File: src/rtl/matrix_scale_div_if.sv
// Bus between the attention-path controller and the matrix scaler: request,
// operands, result matrix and status flags.
interface matrix_scale_div_if #(
    parameter int ROWS          = 3,
    parameter int COLS          = 3,
    parameter int WIDTH         = 16,
    parameter int DIVISOR_WIDTH = 8
);
    logic                            start;
    logic signed [WIDTH-1:0]         matrix_in  [ROWS][COLS];
    logic signed [DIVISOR_WIDTH-1:0] divisor;
    logic signed [WIDTH-1:0]         matrix_out [ROWS][COLS];
    logic                            busy;
    logic                            done;
    logic                            dbz;
    logic                            ovf;

    modport master (
        output start, matrix_in, divisor,
        input  matrix_out, busy, done, dbz, ovf
    );

    modport slave (
        input  start, matrix_in, divisor,
        output matrix_out, busy, done, dbz, ovf
    );
endinterface

File: src/rtl/matrix_scale_div.sv
// Divides a ROWS x COLS signed matrix by a signed scalar using LANES bit-serial
// restoring dividers, producing saturated fixed-point quotients with FBITS fraction bits.
module matrix_scale_div #(
    parameter int ROWS          = 3,
    parameter int COLS          = 3,
    parameter int WIDTH         = 16,
    parameter int DIVISOR_WIDTH = 8,
    parameter int FBITS         = 0,
    parameter int LANES         = 4
) (
    input logic               clk,
    input logic               reset,
    matrix_scale_div_if.slave bus
);
    localparam int N    = ROWS * COLS;
    localparam int G    = (N + LANES - 1) / LANES;
    localparam int NPAD = G * LANES;
    localparam int ITER = WIDTH + FBITS;
    localparam int CW   = $clog2(ITER + 1);
    localparam int GW   = $clog2(G + 1);
    localparam logic signed [WIDTH-1:0] SMAX = {1'b0, {(WIDTH-1){1'b1}}};
    localparam logic signed [WIDTH-1:0] SMIN = {1'b1, {(WIDTH-1){1'b0}}};

    typedef enum logic [1:0] {IDLE, LOAD, DIVIDE, STORE} state_t;

    state_t                  state;
    logic [GW-1:0]           grp;
    logic [CW-1:0]           cnt;
    logic                    busy_q, done_q, dbz_q, ovf_q;
    logic signed [WIDTH-1:0] out_q [ROWS][COLS];

    logic signed [WIDTH-1:0] a_snap [NPAD];
    logic [WIDTH-1:0]        b_mag;
    logic                    b_neg;
    logic signed [WIDTH-1:0] b_ext;
    logic [WIDTH-1:0]        rem [LANES];
    logic [ITER-1:0]         dvd [LANES];
    logic                    a_neg [LANES];

    logic signed [WIDTH-1:0] ld_a [LANES];
    logic [WIDTH-1:0]        ld_mag [LANES];
    logic                    lane_vld [LANES];
    logic [WIDTH:0]          sat_res [LANES];
    logic signed [WIDTH-1:0] res [LANES];
    logic                    any_sat;

    // Map a quotient magnitude plus sign into range; MSB of the result flags clipping.
    function automatic logic [WIDTH:0] saturate(input logic [ITER-1:0] qmag, input logic neg);
        logic [ITER-1:0] lim;
        logic [ITER-1:0] qneg;
        lim  = ITER'(1) << (WIDTH - 1);
        qneg = -qmag;
        if (neg) begin
            if (qmag > lim) return {1'b1, SMIN};
            return {1'b0, qneg[WIDTH-1:0]};
        end
        if (qmag >= lim) return {1'b1, SMAX};
        return {1'b0, qmag[WIDTH-1:0]};
    endfunction

    // One restoring step: shift in the next dividend bit, subtract when it fits.
    function automatic logic [WIDTH+ITER-1:0] div_step(input logic [WIDTH-1:0] r,
                                                       input logic [ITER-1:0] d,
                                                       input logic [WIDTH-1:0] bmag);
        logic [WIDTH:0] trial;
        logic           qbit;
        trial = {r, d[ITER-1]};
        qbit  = (trial >= {1'b0, bmag});
        if (qbit) trial = trial - {1'b0, bmag};
        return {trial[WIDTH-1:0], d[ITER-2:0], qbit};
    endfunction

    assign b_ext = WIDTH'(bus.divisor);

    always_comb begin
        any_sat = 1'b0;
        for (int l = 0; l < LANES; l++) begin
            ld_a[l] = '0;
            for (int gg = 0; gg < G; gg++)
                if (grp == GW'(gg)) ld_a[l] = a_snap[gg*LANES + l];
            ld_mag[l]   = ld_a[l][WIDTH-1] ? -ld_a[l] : ld_a[l];
            lane_vld[l] = (int'(grp) * LANES + l) < N;
            sat_res[l]  = saturate(dvd[l], a_neg[l] ^ b_neg);
            res[l]      = dbz_q ? (a_neg[l] ? SMIN : SMAX) : sat_res[l][WIDTH-1:0];
            if (lane_vld[l] && !dbz_q && sat_res[l][WIDTH]) any_sat = 1'b1;
        end
    end

    // Datapath: operand snapshot and lane dividers carry no reset.
    always_ff @(posedge clk) begin
        if (state == IDLE && bus.start) begin
            for (int r = 0; r < ROWS; r++)
                for (int c = 0; c < COLS; c++)
                    a_snap[r*COLS + c] <= bus.matrix_in[r][c];
            for (int k = N; k < NPAD; k++) a_snap[k] <= '0;
            b_mag <= b_ext[WIDTH-1] ? -b_ext : b_ext;
            b_neg <= b_ext[WIDTH-1];
        end
        for (int l = 0; l < LANES; l++) begin
            if (state == LOAD) begin
                rem[l]   <= '0;
                dvd[l]   <= ITER'(ld_mag[l]) << FBITS;
                a_neg[l] <= ld_a[l][WIDTH-1];
            end else if (state == DIVIDE) begin
                {rem[l], dvd[l]} <= div_step(rem[l], dvd[l], b_mag);
            end
        end
    end

    // Control and result registers.
    always_ff @(posedge clk) begin
        if (reset) begin
            state  <= IDLE;
            grp    <= '0;
            cnt    <= '0;
            busy_q <= 1'b0;
            done_q <= 1'b0;
            dbz_q  <= 1'b0;
            ovf_q  <= 1'b0;
            for (int r = 0; r < ROWS; r++)
                for (int c = 0; c < COLS; c++)
                    out_q[r][c] <= '0;
        end else begin
            done_q <= 1'b0;
            case (state)
                IDLE: if (bus.start) begin
                    state  <= LOAD;
                    grp    <= '0;
                    busy_q <= 1'b1;
                    dbz_q  <= 1'b0;
                    ovf_q  <= 1'b0;
                end
                LOAD: begin
                    cnt   <= '0;
                    dbz_q <= (b_mag == '0);
                    state <= (b_mag == '0) ? STORE : DIVIDE;
                end
                DIVIDE: begin
                    cnt <= cnt + 1'b1;
                    if (cnt == CW'(ITER - 1)) state <= STORE;
                end
                STORE: begin
                    for (int e = 0; e < N; e++)
                        if (grp == GW'(e / LANES)) out_q[e / COLS][e % COLS] <= res[e % LANES];
                    if (any_sat) ovf_q <= 1'b1;
                    if (grp == GW'(G - 1)) begin
                        done_q <= 1'b1;
                        busy_q <= 1'b0;
                        state  <= IDLE;
                    end else begin
                        grp   <= grp + 1'b1;
                        state <= LOAD;
                    end
                end
                default: state <= IDLE;
            endcase
        end
    end

    assign bus.matrix_out = out_q;
    assign bus.busy       = busy_q;
    assign bus.done       = done_q;
    assign bus.dbz        = dbz_q;
    assign bus.ovf        = ovf_q;
endmodule

File: src/flat_wrapper.sv
// flat-port wrapper written by rule: the top's interface ports become plain ports
module matrix_scale_div_flat 
#(
    parameter int ROWS          = 3,
    parameter int COLS          = 3,
    parameter int WIDTH         = 16,
    parameter int DIVISOR_WIDTH = 8,
    parameter int FBITS         = 0,
    parameter int LANES         = 4
)
  (clk, reset, bus_start, bus_matrix_in, bus_divisor, bus_matrix_out, bus_busy, bus_done, bus_dbz, bus_ovf);
  matrix_scale_div_if #(.ROWS(ROWS), .COLS(COLS), .WIDTH(WIDTH), .DIVISOR_WIDTH(DIVISOR_WIDTH)) bus_i ();
  input logic clk;
  input logic reset;
  input wire logic [$bits(bus_i.start)-1:0] bus_start;
  input wire logic [$bits(bus_i.matrix_in)-1:0] bus_matrix_in;
  input wire logic [$bits(bus_i.divisor)-1:0] bus_divisor;
  output wire logic [$bits(bus_i.matrix_out)-1:0] bus_matrix_out;
  output wire logic [$bits(bus_i.busy)-1:0] bus_busy;
  output wire logic [$bits(bus_i.done)-1:0] bus_done;
  output wire logic [$bits(bus_i.dbz)-1:0] bus_dbz;
  output wire logic [$bits(bus_i.ovf)-1:0] bus_ovf;
  assign bus_i.start = bus_start;
  assign bus_i.matrix_in = {>>{bus_matrix_in}};
  assign bus_i.divisor = bus_divisor;
  assign bus_matrix_out = {>>{bus_i.matrix_out}};
  assign bus_busy = bus_i.busy;
  assign bus_done = bus_i.done;
  assign bus_dbz = bus_i.dbz;
  assign bus_ovf = bus_i.ovf;
  matrix_scale_div #(.ROWS(ROWS), .COLS(COLS), .WIDTH(WIDTH), .DIVISOR_WIDTH(DIVISOR_WIDTH), .FBITS(FBITS), .LANES(LANES)) u_core (.clk(clk), .reset(reset), .bus(bus_i));
endmodule
File: config.mk
export PLATFORM = sky130hd
export DESIGN_NAME = matrix_scale_div_flat
export DESIGN_NICKNAME = d
export VERILOG_FILES = /design/src/rtl/matrix_scale_div_if.sv /design/src/rtl/matrix_scale_div.sv /design/src/flat_wrapper.sv
export SDC_FILE = /design/constraint.sdc
export NUM_CORES = 1
export LEC_CHECK = 0
export CAP_MARGIN = 20
export CORE_ASPECT_RATIO = 1.1
export CORE_MARGIN = 5
export CORE_UTILIZATION = 56
export DETAILED_ROUTE_END_ITERATION = 7
export GPL_ROUTABILITY_DRIVEN = 0
export HOLD_SLACK_MARGIN = 0.03
export PLACE_DENSITY = 0.81
export SETUP_SLACK_MARGIN = 0.3
export SYNTH_ARGS = -nofsm -noshare
export SYNTH_HDL_FRONTEND = slang
export SYNTH_SLANG_ARGS = --single-unit
File: constraint.sdc
create_clock -name clk -period 5.7 [get_ports clk]
set_clock_uncertainty 0.05 [all_clocks]
set_input_delay 1.14 -clock clk [delete_from_list [all_inputs] [get_ports clk]]
set_output_delay 1.14 -clock clk [all_outputs]
set_load 0.1 [all_outputs]
Yosys cells after proc, flatten, opt, wreduce, memory -nomap -nowiden --
Memory sizes are Yosys's and may differ from the RTL's. Index checks and enable logic that the tools add are counted.
Cells by class: add/subtract/negate cells 18, multiply operators 0, div/mod/pow operators 0, order comparisons 16, eq/ne operators 11, shifts and indexed selects 0, multiplexer cells 106, bitwise operators 5, reduce and logical (&&, ||, !) cells 25
Operators by type and width (number):
- 16-bit 2-to-1 mux | 36
- 17-bit 2-to-1 mux | 24
- 16-bit negator | 8
- 32-bit by 5-bit less-than comparator with 1-bit output, second input constant | 3
- 17-bit by 16-bit greater-or-equal comparator with 1-bit output | 4
- 16-bit greater-or-equal comparator, second input constant | 4
- 16-bit greater-than comparator, second input constant | 4
- 16-bit subtractor | 4
- 1-bit 2-to-1 mux | 35
- 16-bit logical NOT | 1
- 8-bit negator with 16-bit output | 1
- 4-bit by 2-bit adder with 5-bit output, second input constant | 2
- 5-bit case mux with 2 select lines | 1
- 2-bit AND reduction | 5
- 1-bit logical AND | 9
- 3-bit AND reduction | 3
- 2-bit 2-to-1 mux | 4
- 2-bit case mux with 4 select lines | 1
- 7-bit 2-to-1 mux | 1
- 2-bit equality test, second input constant | 3
- 2-bit != test, second input constant | 3
- 1-bit case mux with 2 select lines | 3
- 2-bit nonzero test | 3
- 4-bit by 1-bit adder with 5-bit output, second input constant | 1
- 12 further kinds | 18
Storage, ports and cells: register bits after elaboration 302, latch bits 0, memory bits (writable) 196, ROM bits 0, bits of input ports 155, word-level logic and storage cells 210, memories 2
Memories:
- u_core.a_snap | words 12, bits a word 16, rd ports 12, clocked after memory_dff 0, write ports 12, line matrix_scale_div.sv:32 | logic signed [WIDTH-1:0] a_snap [NPAD];
- u_core.a_neg | words 4, bits a word 1, rd ports 4, clocked after memory_dff 0, write ports 4, line matrix_scale_div.sv:38 | logic a_neg [LANES];

Longest topological paths before layout --
depth in word-level cells 15, depth in mapped cells 15

Worst setup path before layout --
OpenSTA, ideal clock, no wires.
kind in2reg, start point input bus_start, end point memory u_core.a_snap[0][0] (enable), library setup time 0.515 ns, data arrival time 4.346 ns, data required time 5.135 ns, slack 0.790 ns, stages 2, buffers on the path 0, cell sequence nand2_1 inv_1
RTL lines:
- from (decl) | line flat_wrapper.sv:15 | input wire logic [$bits(bus_i.start)-1:0] bus_start;
- to (decl) | line matrix_scale_div.sv:32

Worst setup path in the final report --
start point register u_core.grp[0], end point register u_core.dvd[30] (netlist bit) (data pin)
Between the ends: cells in the longest elaborated chain, start to end 7, elaborated cells on any way between the ends 9, those cells by class 1 x add/sub; 2 x eq/ne; 5 x mux; 1 x reduce/logical
RTL lines:
- from (decl) | line matrix_scale_div.sv:27 | logic [GW-1:0] grp;
- from (signal assigned) | line matrix_scale_div.sv:151 | grp <= grp + 1'b1;
- 2-bit logical NOT | line matrix_scale_div.sv:80 | if (grp == GW'(gg)) ld_a[l] = a_snap[gg*LANES + l];
- 16-bit 2-to-1 mux (2 in series) | line matrix_scale_div.sv:80
- 16-bit 2-to-1 mux * | line matrix_scale_div.sv:80
- 16-bit negator | line matrix_scale_div.sv:81 | ld_mag[l] = ld_a[l][WIDTH-1] ? -ld_a[l] : ld_a[l];
- 16-bit 2-to-1 mux * | line matrix_scale_div.sv:81
- 16-bit 2-to-1 mux * | line matrix_scale_div.sv:100 | if (state == LOAD) begin
- to (signal, indexed assignment) | line matrix_scale_div.sv:102 | dvd[l] <= ITER'(ld_mag[l]) << FBITS;
- to (signal, indexed assignment) | line matrix_scale_div.sv:105 | {rem[l], dvd[l]} <= div_step(rem[l], dvd[l], b_mag);
- to (decl) | line matrix_scale_div.sv:37 | logic [ITER-1:0] dvd [LANES];
Every way passes the cells marked *; elsewhere a longest branch is shown, timed or not. A chain may end at the register's enable or synchronous reset.

==> reports/qor.txt <==
Status: completed
Mean Syn Cell Area: 9.109 um2
Critical-path cell list: inv_1 > ha_1 > nor2b_4 > a22oi_1 > a31o_2 > and3_1 > o21ai_0 > o41ai_1 > xnor2_1 > mux2_2
Die ar.: 46970 um2
Global-route wire length before repair: 110800 um
Critical path required time: 5.98 ns
Setup violations, final: 0
Final Hold Fails: 0
Clk pwr share: 0.200
Reg clk slew, reported paths: 0.07 ns
Hold Path Class: flip-flop to flip-flop
Post-Syn Area: 23930 um2
1st-iter DRT viols: 2586
Leak Pwr: 10.52 nW
Initial antenna violation count: 0
Reg2reg end: u_core.dvd[30]$_DFFE_PP_
Fmax: 246.3 MHz
Post-CTS sizing: 0
Synth top area cells: edfxtp_1 29%, dfxtp_1 18%, a21oi_1 5.5%, nor2_1 5.1%, nand2_1 4.5%
Worst hold stages: 2
Share of layout cells above drive strength 1: 0.05029
Pin slew with the least headroom to its limit: 1.164 ns
Synthesis Warnings: 0
Power Density: 546.1 nW/um2
Cell count after synthesis: 2627
Largest net degree at the start of global routing: 118
Die width: 207.1 um
Hpwl dp: 50600 um
Setup WS pre-CTS: 1.727 ns
Drt via density: 6.296
Largest stage delay, worst path: 1.03 ns
RSZ-0062 raised after global routing: no
Final Power: 0.01578 W
Rows: 79
Post-route DRC: 0
Top cells by count, synth: 325 x nor2_1, 284 x nand2_1, 265 x a21oi_1
Core footprint: 42310 um2
Seq cells post-synth: 450
Sequential fraction of the synthesis area: 0.4722
Ys flop type: edfxtp_1
Die Span Y: 226.8 um
Grt ovf: 0
Reg2reg setup slack: 1.64 ns
Worst R2R Path Depth: 10
Post-CTS setup buffers: 0
Root Driver: clkbuf_16
Layout area overhead: 20.73%
Final wirelength: 70550 um
Initial DRT Pass Iterations: 7
Worst Path Max Fanout: 46
Post-placement cell count: 3368
Max-cap violations: 0
Worst EP arrival: 4.33 ns
Worst vdd ir: 394.5 uV
Reg2reg start: u_core.grp[0]$_SDFFE_PP0P_
Post-layout nets: 3091
Synth unique cells: 88
H-tree depth: 2
Sequential Power Share: 0.342
Biggest area consumer among synthesized cells: edfxtp_1
Kind of start point of the critical path: flip-flop
Post-synth ARST share: 0
Comb power frac: 0.459
Rel. slew slack: 0.2182
Finished Layout Cells: 3451
Vias in the first global route: 20.14k
Min-delay src: u_core.bus.matrix_out[103]$_SDFFE_PP0P_
Crit Path Class: flip-flop to flip-flop
Clock buffer depth: 3
Final worst slack: 1.641 ns
Routed len/inst: 20.44 um
Post-CTS Hold Buffers: 0
Setup crit end kind: flip-flop
Net load switching power: 0.006882 W
Initial Utilization: 0.5657
Global Route Usage Sum: 0.2876
Top Ports: 303
Antenna-violating nets left: 0
Port bufs: 302
WHS Endpoint: u_core.bus.matrix_out[103]$_SDFFE_PP0P_
Most frequent cell after synthesis: nor2_1
Filler instances: 3270
Detailed-route via count: 21.73k
Sum of buffers and inverters on the critical path: 1
Layout Utilization: 0.6829
Clk Latency, worst-skew pair: 0.58 ns
Final Max Slew Viols: 0
Clock sinks: 450
Setup total negative slack: 0 ns
Post-synth top area share: 0.2874
Total CTS buffers: 43
Delay-heaviest family, CP: simple AND/OR/NAND/NOR gates
Fin crit share: 0.7122
CP max-delay cell: nor2b_4
Number of enable flip-flop cells after synthesis: 229
Switching Share: 0.4362
CTS tree: yes
Internal power: 0.008894 W
Period minus WS final: 4.059 ns
[registers in the layout, indices dropped and copies added, names as in the netlist]
signal,count
u_core.cnt,5
u_core.bus.busy,1
u_core.a_snap,144
u_core.dvd,64
u_core.bus.matrix_out,144
u_core.bus.done,1
u_core.rem,64
u_core.b_neg,1
u_core.a_neg,4
u_core.state,2
u_core.grp,2
u_core.bus.dbz,1
u_core.bus.ovf,1
u_core.b_mag,16
[metal layers]
layer,wire length [um],vias up,GRT usage
met4,2139,0,0.09684
met3,7472,167,0.05673
met5,0,-,0
met2,31110,1265,0.4408
met1,29830,10212,0.4130
li1,-,10082,-
[cell type report]
type / instances / area (um2) / area share
Antenna cell: 1 / 2.502 / 0.00008662
Clock buffer: 54 / 1231 / 0.04262
Clock inverter: 26 / 329.1 / 0.01139
Inverter: 79 / 301.5 / 0.01044
Multi-Input combinational cell: 1944 / 11770 / 0.4072
Sequential cell: 450 / 11300 / 0.3912
Tap cell: 567 / 709.4 / 0.02456
Timing Repair Buffer: 330 / 3251 / 0.1125
[metrics by stage]
stage | hold WS (ns) | cell area [um2]
after floorplan | 0.3926 | 23950
after global placement | 0.3939 | 27280
after detailed placement | 0.3970 | 27310
after CTS | 0.4058 | 28870
after global routing | 0.4247 | 28890
final | 0.4049 | 28890
[worst min-delay path: cells and delay by family (launching register included)]
kind               cells  cell delay (ns)
DFF                    1             0.31
AOI/OAI and AO/OA      1             0.05
and+or+nand+nor        1             0.05
[how the worst max path moves through the flow]
stage / cells past startpoint / end / start / slack (ns)
after floorplan: 2 / u_core.a_snap[0][0]$_DFFE_PP_ / bus_start / 0.79
after detailed placement: 10 / u_core.dvd[30]$_DFFE_PP_ / u_core.grp[0]$_SDFFE_PP0P_ / 1.73
after global placement: 10 / u_core.dvd[30]$_DFFE_PP_ / u_core.grp[0]$_SDFFE_PP0P_ / 1.91
after global routing: 10 / u_core.dvd[30]$_DFFE_PP_ / u_core.grp[0]$_SDFFE_PP0P_ / 1.44
after CTS: 10 / u_core.dvd[30]$_DFFE_PP_ / u_core.grp[0]$_SDFFE_PP0P_ / 1.69
final: 10 / u_core.dvd[30]$_DFFE_PP_ / u_core.grp[0]$_SDFFE_PP0P_ / 1.64
[kinds of logic after synthesis]
family / share of synthesized area
compound gates: 0.2171
xor+xnor: 0.03038
fa+ha+maj: 0.04727
buf+inv: 0.03885
flops: 0.4722
mux: 0.01652
other cells: 0.0001567
simple gates: 0.1775
[cells in the final DEF (no fill, tap or decap), types with 74 or more instances in the layout]
cell,netlist,final
a211oi_1,91,91
a21oi_1,265,265
clkdlybuf4s50_1,0,301
dfxtp_1,221,221
edfxtp_1,229,229
ha_1,84,79
inv_1,75,74
nand2_1,284,284
nor2_1,325,325
nor3_1,86,86
o21ai_0,120,119
[power groups by stage]
stage / Sequential, W / Combinational (W) / Clock [W]
after floorplan: 0.00552 / 0.00494 / 0
after global placement: 0.00535 / 0.00678 / 0
after detailed placement: 0.00540 / 0.00701 / 0
after CTS: 0.00534 / 0.00708 / 0.00319
after global routing: 0.00546 / 0.00788 / 0.00331
final: 0.00539 / 0.00724 / 0.00315
No activity file was read; power rests on OpenSTA's default activity.
